==> config.mk <==
export PLATFORM = sky130hd
export DESIGN_NAME = lfsr_lock_monitor_flat
export DESIGN_NICKNAME = d
export VERILOG_FILES = /design/src/rtl/lfsr_lock_monitor_if.sv /design/src/rtl/lfsr_lock_monitor.sv /design/src/flat_wrapper.sv
export SDC_FILE = /design/constraint.sdc
export NUM_CORES = 1
export LEC_CHECK = 0
export ABC_CLOCK_PERIOD_IN_PS = 5600
export BUFFER_PORTS_ARGS = -buffer_cell sky130_fd_sc_hd__buf_4
export CAP_MARGIN = 20
export CORE_AREA = 2 2 60 104
export DETAILED_ROUTE_END_ITERATION = 10
export DIE_AREA = 0 0 62 106
export PLACE_DENSITY_LB_ADDON = 0.3
export SYNTH_ARGS = -nofsm -noshare
export SYNTH_HDL_FRONTEND = slang
export SYNTH_SLANG_ARGS = --single-unit
==> constraint.sdc <==
create_clock -name clk -period 5.6 [get_ports clk]
set_input_delay 1.12 -clock clk [delete_from_list [all_inputs] [get_ports clk]]
set_output_delay 1.12 -clock clk [all_outputs]
set_load 0.01 [all_outputs]
==> src/rtl/lfsr_lock_monitor_if.sv <==
// Status bus between the LFSR checker side and the lock monitor.
//   i_valid         : strobe qualifying i_lock (shared with generator/checker)
//   i_lock          : raw lock flag from the checker
//   i_clear         : synchronous clear of monitor state and statistics
//   o_lock_stable   : debounced lock indication
//   o_state         : monitor state (IDLE=0, ACQ=1, LOCKED=2)
//   o_time_to_lock  : valid cycles taken by the most recent acquisition
//   o_loss_count    : saturating count of LOCKED-to-ACQ transitions
//   o_unlocked_cycles : saturating count of valid cycles with i_lock=0
//   o_alarm         : acquisition exceeded the timeout
// master drives the inputs and observes the results; slave is the monitor.
interface lfsr_lock_monitor_if #(
  parameter int CNT_W  = 16,
  parameter int LOSS_W = 8
);
  logic              i_valid;
  logic              i_lock;
  logic              i_clear;
  logic              o_lock_stable;
  logic [1:0]        o_state;
  logic [CNT_W-1:0]  o_time_to_lock;
  logic [LOSS_W-1:0] o_loss_count;
  logic [CNT_W-1:0]  o_unlocked_cycles;
  logic              o_alarm;

  modport master (
    output i_valid, i_lock, i_clear,
    input  o_lock_stable, o_state, o_time_to_lock, o_loss_count,
           o_unlocked_cycles, o_alarm
  );

  modport slave (
    input  i_valid, i_lock, i_clear,
    output o_lock_stable, o_state, o_time_to_lock, o_loss_count,
           o_unlocked_cycles, o_alarm
  );
endinterface

==> src/rtl/lfsr_lock_monitor.sv <==
// Lock supervisor for the LFSR generator/checker pair.
// Debounces the checker lock flag into a stable-lock state, measures
// time-to-lock, counts lock losses and unlocked valid cycles, and raises a
// sticky alarm when acquisition takes TIMEOUT valid cycles.
//   clk     : rising-edge clock
//   i_rst_n : synchronous active-low reset
//   bus     : lfsr_lock_monitor_if slave modport (strobe/lock/clear in,
//             state and statistics out)
module lfsr_lock_monitor #(
  parameter int CNT_W     = 16,
  parameter int LOSS_W    = 8,
  parameter int LOCK_HOLD = 4,
  parameter int TIMEOUT   = 64
) (
  input  logic               clk,
  input  logic               i_rst_n,
  lfsr_lock_monitor_if.slave bus
);

  localparam int HOLD_W = $clog2(LOCK_HOLD + 1);

  localparam logic [1:0] ST_IDLE   = 2'd0;
  localparam logic [1:0] ST_ACQ    = 2'd1;
  localparam logic [1:0] ST_LOCKED = 2'd2;

  localparam logic [CNT_W-1:0]  TIMEOUT_C = CNT_W'(TIMEOUT);
  localparam logic [HOLD_W-1:0] HOLD_C    = HOLD_W'(LOCK_HOLD);

  function automatic logic [CNT_W-1:0] sat_inc_cnt(input logic [CNT_W-1:0] v);
    return (v == {CNT_W{1'b1}}) ? v : v + CNT_W'(1);
  endfunction

  function automatic logic [LOSS_W-1:0] sat_inc_loss(input logic [LOSS_W-1:0] v);
    return (v == {LOSS_W{1'b1}}) ? v : v + LOSS_W'(1);
  endfunction

  logic [1:0]        state;
  logic [CNT_W-1:0]  ttl_cnt;
  logic [HOLD_W-1:0] hold_cnt;
  logic [CNT_W-1:0]  time_to_lock;
  logic [LOSS_W-1:0] loss_count;
  logic [CNT_W-1:0]  unlocked_cycles;
  logic              alarm;

  logic [CNT_W-1:0]  ttl_base;
  logic [HOLD_W-1:0] hold_base;
  logic [CNT_W-1:0]  ttl_next;
  logic [HOLD_W-1:0] hold_next;
  logic              hold_hit;

  // Acquisition step. IDLE is evaluated as an ACQ cycle from zeroed counters.
  // hold_base never exceeds LOCK_HOLD-1, so hold_base+1 always fits HOLD_W.
  always_comb begin
    ttl_base  = (state == ST_IDLE) ? '0 : ttl_cnt;
    hold_base = (state == ST_IDLE) ? '0 : hold_cnt;
    ttl_next  = sat_inc_cnt(ttl_base);
    hold_next = bus.i_lock ? hold_base + HOLD_W'(1) : '0;
    hold_hit  = (hold_next == HOLD_C);
  end

  // Clear is indistinguishable from reset and overrides any valid cycle.
  always_ff @(posedge clk) begin
    if (!i_rst_n || bus.i_clear) begin
      state           <= ST_IDLE;
      ttl_cnt         <= '0;
      hold_cnt        <= '0;
      time_to_lock    <= '0;
      loss_count      <= '0;
      unlocked_cycles <= '0;
      alarm           <= 1'b0;
    end else if (bus.i_valid) begin
      if (!bus.i_lock)
        unlocked_cycles <= sat_inc_cnt(unlocked_cycles);

      case (state)
        ST_LOCKED: begin
          // Any bad valid cycle drops lock; that cycle counts as the first
          // cycle of the new acquisition.
          if (!bus.i_lock) begin
            state      <= ST_ACQ;
            loss_count <= sat_inc_loss(loss_count);
            ttl_cnt    <= CNT_W'(1);
            hold_cnt   <= '0;
          end
        end
        default: begin
          if (hold_hit) begin
            state        <= ST_LOCKED;
            time_to_lock <= ttl_next;
            alarm        <= 1'b0;
            ttl_cnt      <= '0;
            hold_cnt     <= '0;
          end else begin
            state    <= ST_ACQ;
            ttl_cnt  <= ttl_next;
            hold_cnt <= hold_next;
            if (ttl_next == TIMEOUT_C)
              alarm <= 1'b1;
          end
        end
      endcase
    end
  end

  assign bus.o_state           = state;
  assign bus.o_lock_stable     = (state == ST_LOCKED);
  assign bus.o_time_to_lock    = time_to_lock;
  assign bus.o_loss_count      = loss_count;
  assign bus.o_unlocked_cycles = unlocked_cycles;
  assign bus.o_alarm           = alarm;

endmodule

==> src/flat_wrapper.sv <==
// flat-port wrapper written by rule: the top's interface ports become plain ports
module lfsr_lock_monitor_flat 
#(
  parameter int CNT_W     = 16,
  parameter int LOSS_W    = 8,
  parameter int LOCK_HOLD = 4,
  parameter int TIMEOUT   = 64
)
  (clk, i_rst_n, bus_i_valid, bus_i_lock, bus_i_clear, bus_o_lock_stable, bus_o_state, bus_o_time_to_lock, bus_o_loss_count, bus_o_unlocked_cycles, bus_o_alarm);
  lfsr_lock_monitor_if #(.CNT_W(CNT_W), .LOSS_W(LOSS_W)) bus_i ();
  input  logic clk;
  input  logic i_rst_n;
  input wire logic [$bits(bus_i.i_valid)-1:0] bus_i_valid;
  input wire logic [$bits(bus_i.i_lock)-1:0] bus_i_lock;
  input wire logic [$bits(bus_i.i_clear)-1:0] bus_i_clear;
  output wire logic [$bits(bus_i.o_lock_stable)-1:0] bus_o_lock_stable;
  output wire logic [$bits(bus_i.o_state)-1:0] bus_o_state;
  output wire logic [$bits(bus_i.o_time_to_lock)-1:0] bus_o_time_to_lock;
  output wire logic [$bits(bus_i.o_loss_count)-1:0] bus_o_loss_count;
  output wire logic [$bits(bus_i.o_unlocked_cycles)-1:0] bus_o_unlocked_cycles;
  output wire logic [$bits(bus_i.o_alarm)-1:0] bus_o_alarm;
  assign bus_i.i_valid = bus_i_valid;
  assign bus_i.i_lock = bus_i_lock;
  assign bus_i.i_clear = bus_i_clear;
  assign bus_o_lock_stable = bus_i.o_lock_stable;
  assign bus_o_state = bus_i.o_state;
  assign bus_o_time_to_lock = bus_i.o_time_to_lock;
  assign bus_o_loss_count = bus_i.o_loss_count;
  assign bus_o_unlocked_cycles = bus_i.o_unlocked_cycles;
  assign bus_o_alarm = bus_i.o_alarm;
  lfsr_lock_monitor #(.CNT_W(CNT_W), .LOSS_W(LOSS_W), .LOCK_HOLD(LOCK_HOLD), .TIMEOUT(TIMEOUT)) u_core (.clk(clk), .i_rst_n(i_rst_n), .bus(bus_i));
endmodule
== Yosys cells after proc, flatten, opt, wreduce, memory -nomap -nowiden ==
Cells that the tools add are included.

* Register bits after elaboration: 62
* Output and inout bits: 44
* Input port bits: 5
* Logic and storage cells: 46

* Bitwise gates (word level): 4
* Reductions and logical operators: 9
* Multiplexer cells: 15
* Add/sub/neg operators: 4
* Equal/unequal tests: 7

{| class="wikitable"
|+ Operator list
! operator !! count
|-
| two-way mux 16 bit || 5
|-
| adder 16 x 1 -> 16 bit, second input constant || 2
|-
| == test 16 bit, second input constant || 2
|-
| == test 16 x 7 -> 1 bit, second input constant || 1
|-
| two-way mux 3 bit || 5
|-
| AND reduction 3 bit || 3
|-
| adder 8 x 1 -> 8 bit, second input constant || 1
|-
| == test 8 bit, second input constant || 1
|-
| two-way mux 2 bit || 3
|-
| inverter 1 bit || 4
|-
| AND reduction 4 bit || 1
|-
| adder 3 x 1 -> 3 bit, second input constant || 1
|-
| == test 3 bit, second input constant || 1
|-
| == test 2 bit, second input constant || 1
|-
| zero test 2 bit || 1
|-
| two-way mux 1 bit || 2
|-
| inequality test 2 bit, second input constant || 1
|-
| AND reduction 2 bit || 1
|-
| nonzero test 2 bit || 1
|-
| zero test 1 bit || 1
|-
| logical OR 1 bit || 1
|}

== Longest topological paths before layout ==
* Depth after elaboration: 7
* Mapped depth: 13
* Depth with buffers taken out: 10

== Worst setup path after synthesis ==
No wires, ideal clock.

* Path type: register to register
* Start point: reg u_core.state[1] (netlist: u_core.bus.o_state[1])
* End point: reg u_core.alarm (netlist: u_core.bus.o_alarm)
* Clock period less this slack: 3028 ps
* Slack: 2572 ps
* Stages on the path, launching flop included: 14
* Buffers on the path: 3
* Setup time: 59 ps
* Data required time: 5541 ps
* Arrival time: 2969 ps
* Path through: dfxtp_1 > buf_6 > or2_1 > clkbuf_1 > and2_1 > ha_1 > xor2_1 > and4bb_4 > and2_4 > buf_6 > or3_1 > or4_1 > nor4_1 > a22o_1

* Cells in the longest elaborated chain, start to end: 7
* Elaborated cells on any way between the ends: 15
* Classes of those cells: add/sub: 2; eq/ne: 4; mux: 5; bitwise: 1; reduce/logical: 3

{| class="wikitable"
|+ RTL lines
! what !! line !! RTL
|-
| start: declaration || lfsr_lock_monitor.sv:37 || <nowiki>logic [1:0] state;</nowiki>
|-
| start signal: assignment || lfsr_lock_monitor.sv:64 || <nowiki>state <= ST_IDLE;</nowiki>
|-
| start signal: assignment || lfsr_lock_monitor.sv:80 || <nowiki>state <= ST_ACQ;</nowiki>
|-
| start signal: assignment || lfsr_lock_monitor.sv:88 || <nowiki>state <= ST_LOCKED;</nowiki>
|-
| zero test 2 bit || lfsr_lock_monitor.sv:54, lfsr_lock_monitor.sv:55 ||
|-
| two-way mux 16 bit or two-way mux 3 bit (tied branches) || lfsr_lock_monitor.sv:54, lfsr_lock_monitor.sv:55 ||
|-
| adder 16 x 1 -> 16 bit (tied with other cells) || lfsr_lock_monitor.sv:30 || <nowiki>return (v == {CNT_W{1'b1}}) ? v : v + CNT_W'(1);</nowiki>
|-
| two-way mux 16 bit or two-way mux 3 bit (tied branches) || lfsr_lock_monitor.sv:30, lfsr_lock_monitor.sv:57 ||
|-
| == test 16 x 7 -> 1 bit or == test 3 bit (tied branches) || lfsr_lock_monitor.sv:97, lfsr_lock_monitor.sv:58 ||
|-
| nonzero test 2 bit (no source line) || -- ||
|-
| AND reduction 3 bit (no source line) || -- ||
|-
| end signal: assignment || lfsr_lock_monitor.sv:70 || <nowiki>alarm <= 1'b0;</nowiki>
|-
| end signal: assignment || lfsr_lock_monitor.sv:90 || <nowiki>alarm <= 1'b0;</nowiki>
|-
| end signal: assignment || lfsr_lock_monitor.sv:98 || <nowiki>alarm <= 1'b1;</nowiki>
|-
| end: declaration || lfsr_lock_monitor.sv:43 || <nowiki>logic alarm;</nowiki>
|}

Several ways; a longest one is shown, not always the timed one.
A chain may end at the register's enable or synchronous reset.

== Final worst setup path ==
Same ends and word-level chain as after synthesis.

==> out/metrics.cfg <==
[clock_tree]
cts_setup_buffers = 0
numClockSinks = 62
post_cts_resized = 0
cts_tree = yes
htree_levels = 3
clk-insertion-delay-late_ns = 0.35
cts.clk_slew.worst_paths_ns = 0.07
cts_hold_buf = 0
cts_root_buffer = clkbuf_8
numCtsBuffers = 9
clockBufferDepth = 2

[route]
via_count = 2867
drc = 0
wirelength_um = 7420
dr.pass1.iters = 4
drt_iter0_markers = 171
ant_nets = 0
wire_per_inst_um = 14.8
viasPerCell = 5.73

[grt]
grt_pass1_wl_um = 12200
grt.overflow.total = 0
grt_max_degree = 62
antenna_found_initial = 0
grt_use_total_pct = 24.8
grt_pass1_vias = 2764

[timing]
hold_viol_final = 0
min_period_over_period_pct = 60.8
setup_viol = 0
rsz0062_at_grt = false
maxSlewHeadroom_pct = 33.4
finalSetupTns_ns = 0
drv_slew = 0
min_period_ns = 3.41
fmax_ghz = 0.294
clock_skew_ns = 0.0106
worstMarginPinSlew_ns = 0.995

[critical_path]
slowest_delay_ns = 0.62
worstSetupStartpointType = register
endpoint_kind = register
slowest_stage = dfxtp_1
cp_max_fo = 14
worstSetupPathType = register to register
worstPathRequired_ns = 5.88
reg2reg_slack_ns = 2.19
critical_path.cell_chain = or2_1, and2_1, ha_1, o211a_4, nand4_1, nor3_1, o21ai_0, or4_1, nor4_1, a22o_1
cp.arrival_ns = 3.69

[yosys]
synth.cell_area_um2 = 3020
synth_area_per_cell_um2 = 8.08
synth_top_cell_by_area = dfxtp_1
ys.flop_type = dfxtp_1
ys_seq_elements = 62
ys_warn_count = 0
synth_nets = 383
async_reset_ff_share_pct = 0
seq_area_frac_synth_pct = 41.1
synth_cell_types = 48
yosys-top-cells-area = dfxtp_1 (41%), nor2_1 (8.3%), nand2_1 (6.7%)
synth-edff-count = 0
synth.top_cell.area_share_pct = 41.1
synthCells = 374

[floorplanning]
dieHeight_um = 106
die_x_um = 62
start_util_pct = 52.2
dieArea_um2 = 6570
pin_count = 49
rows = 37
core_area_um2 = 5790

[final_layout]
area_delta_synth_final_pct = 20.4
nets = 426
n_antenna_cell = 0
utilization_pct = 62.9
layout-drive-gt1-share_pct = 18.0

[pwr]
leakage_nw = 1.38
ir_drop_mv = 0.162
power_density_nw_per_um2 = 254

[job]
maxCapViolCount = 0

[place]
portBuffers = 48
place.gp.congestion = 0.942
hpwl_um = 5310

[worst_hold_path]
hp-class = register to register

[outcome]
status = complete, no violations

## cell usage in the layout, fill, tap and decap left out, types with 3 or more instances in the layout
master and count:
nand4_1 15, nor2_1 67, or3_1 5, xnor2_1 8, ha_1 4, and2_1 4, a211oi_1 6, nand3_1 9
o21ai_0 6, buf_4 50, nor4_1 5, a31oi_1 3, a22oi_1 13, nand2_1 54, xor2_1 19, a21oi_1 24
and4_1 3, nor3_1 11, dfxtp_1 62, mux2i_1 3, and3_1 7, clkbuf_8 11
## metrics by stage
stage                     setup slack [ns]  instance area, um^2  hold slack, ns  power, mW  cells
final                                 2.19                 3640           0.456      0.926    500
after global routing                  1.94                 3640           0.478      0.955    500
after CTS                             2.27                 3640           0.458      0.934    500
after detailed placement              2.31                 3410           0.449      0.485    484
after global placement                2.40                 3410           0.444      0.485    484
after floorplan                       2.57                 3020           0.446      0.475    374
## worst max-delay path: cells and delay by family (launching register included)
kind	cells	cell delay [ns]
compound gates	3	0.60
fa+ha+maj	1	0.27
flops	1	0.62
simple gates	6	1.86
## routing by layer
layer / part of all wire, % / wire [um] / global-route usage (%)
met1: 38 / 2850 / 26.3
met2: 53 / 3900 / 40.6
met3: 4.1 / 301 / 5.72
met4: 5.0 / 374 / 17.2
met5: 0 / 0 / 0
## registers in the layout (all words and copies together) (netlist names)
register                      cells
u_core.bus.o_unlocked_cycles     16
u_core.ttl_cnt                   16
u_core.bus.o_state                2
u_core.hold_cnt                   3
u_core.bus.o_time_to_lock        16
u_core.bus.o_loss_count           8
u_core.bus.o_alarm                1
## synth_stat cells, types with 2 or more instances
cell type	instances
mux2i_1	3
nor2b_1	2
a31oi_1	3
a21oi_1	24
and3_1	7
clkbuf_1	13
nand2_1	54
xnor2_1	8
xor2_1	19
a211oi_1	6
and4_1	3
nand4_1	15
nor3_1	11
a22oi_1	13
ha_1	4
nand2b_1	2
inv_1	2
or3_1	5
nor2_1	67
dfxtp_1	62
nand3_1	9
o21ai_0	6
nor4_1	5
buf_6	3
o211a_1	2
and2_1	4
## logic make-up (layout without fill, tap and decap cells)
| group | Yosys count | in the layout | synth area share [%] |
|---|---|---|---|
| AND/OR/NAND/NOR | 191 | 191 | 29.8 |
| AO/OA/AOI/OAI | 66 | 66 | 15.0 |
| flip-flops | 62 | 62 | 41.1 |
| XOR/XNOR | 27 | 27 | 7.82 |
| buffers and inverters | 20 | 68 | 3.31 |
| adder cells (fa/ha/maj) | 4 | 4 | 1.66 |
| multiplexers | 4 | 4 | 1.37 |
## worst paths after layout
kind / to / from / cells after the start
setup / recovery: u_core.bus.o_alarm / u_core.bus.o_state[1] / 10
hold / removal: u_core.bus.o_time_to_lock[1] / u_core.bus.o_time_to_lock[1] / 2
setup reg to reg: u_core.bus.o_alarm / u_core.bus.o_state[1] / 10
hold reg to reg: u_core.bus.o_time_to_lock[1] / u_core.bus.o_time_to_lock[1] / 2
## where the power goes
| part | internal [mW] | switching, mW |
|---|---|---|
| Combinational | 0.00853 | 0.0217 |
| Clock | 0.275 | 0.176 |
| Sequential | 0.442 | 0.00281 |
## area by class of cell
class	count	area, um^2
fillers	533	2150
clock buffers	11	151
repair buffers	50	375
flip-flops and latches	62	1240
multi-input cells	292	1680
inverters	2	7.51
clock inverters	5	81.3
well taps	78	97.6
(Power assumes the default switching activity.)
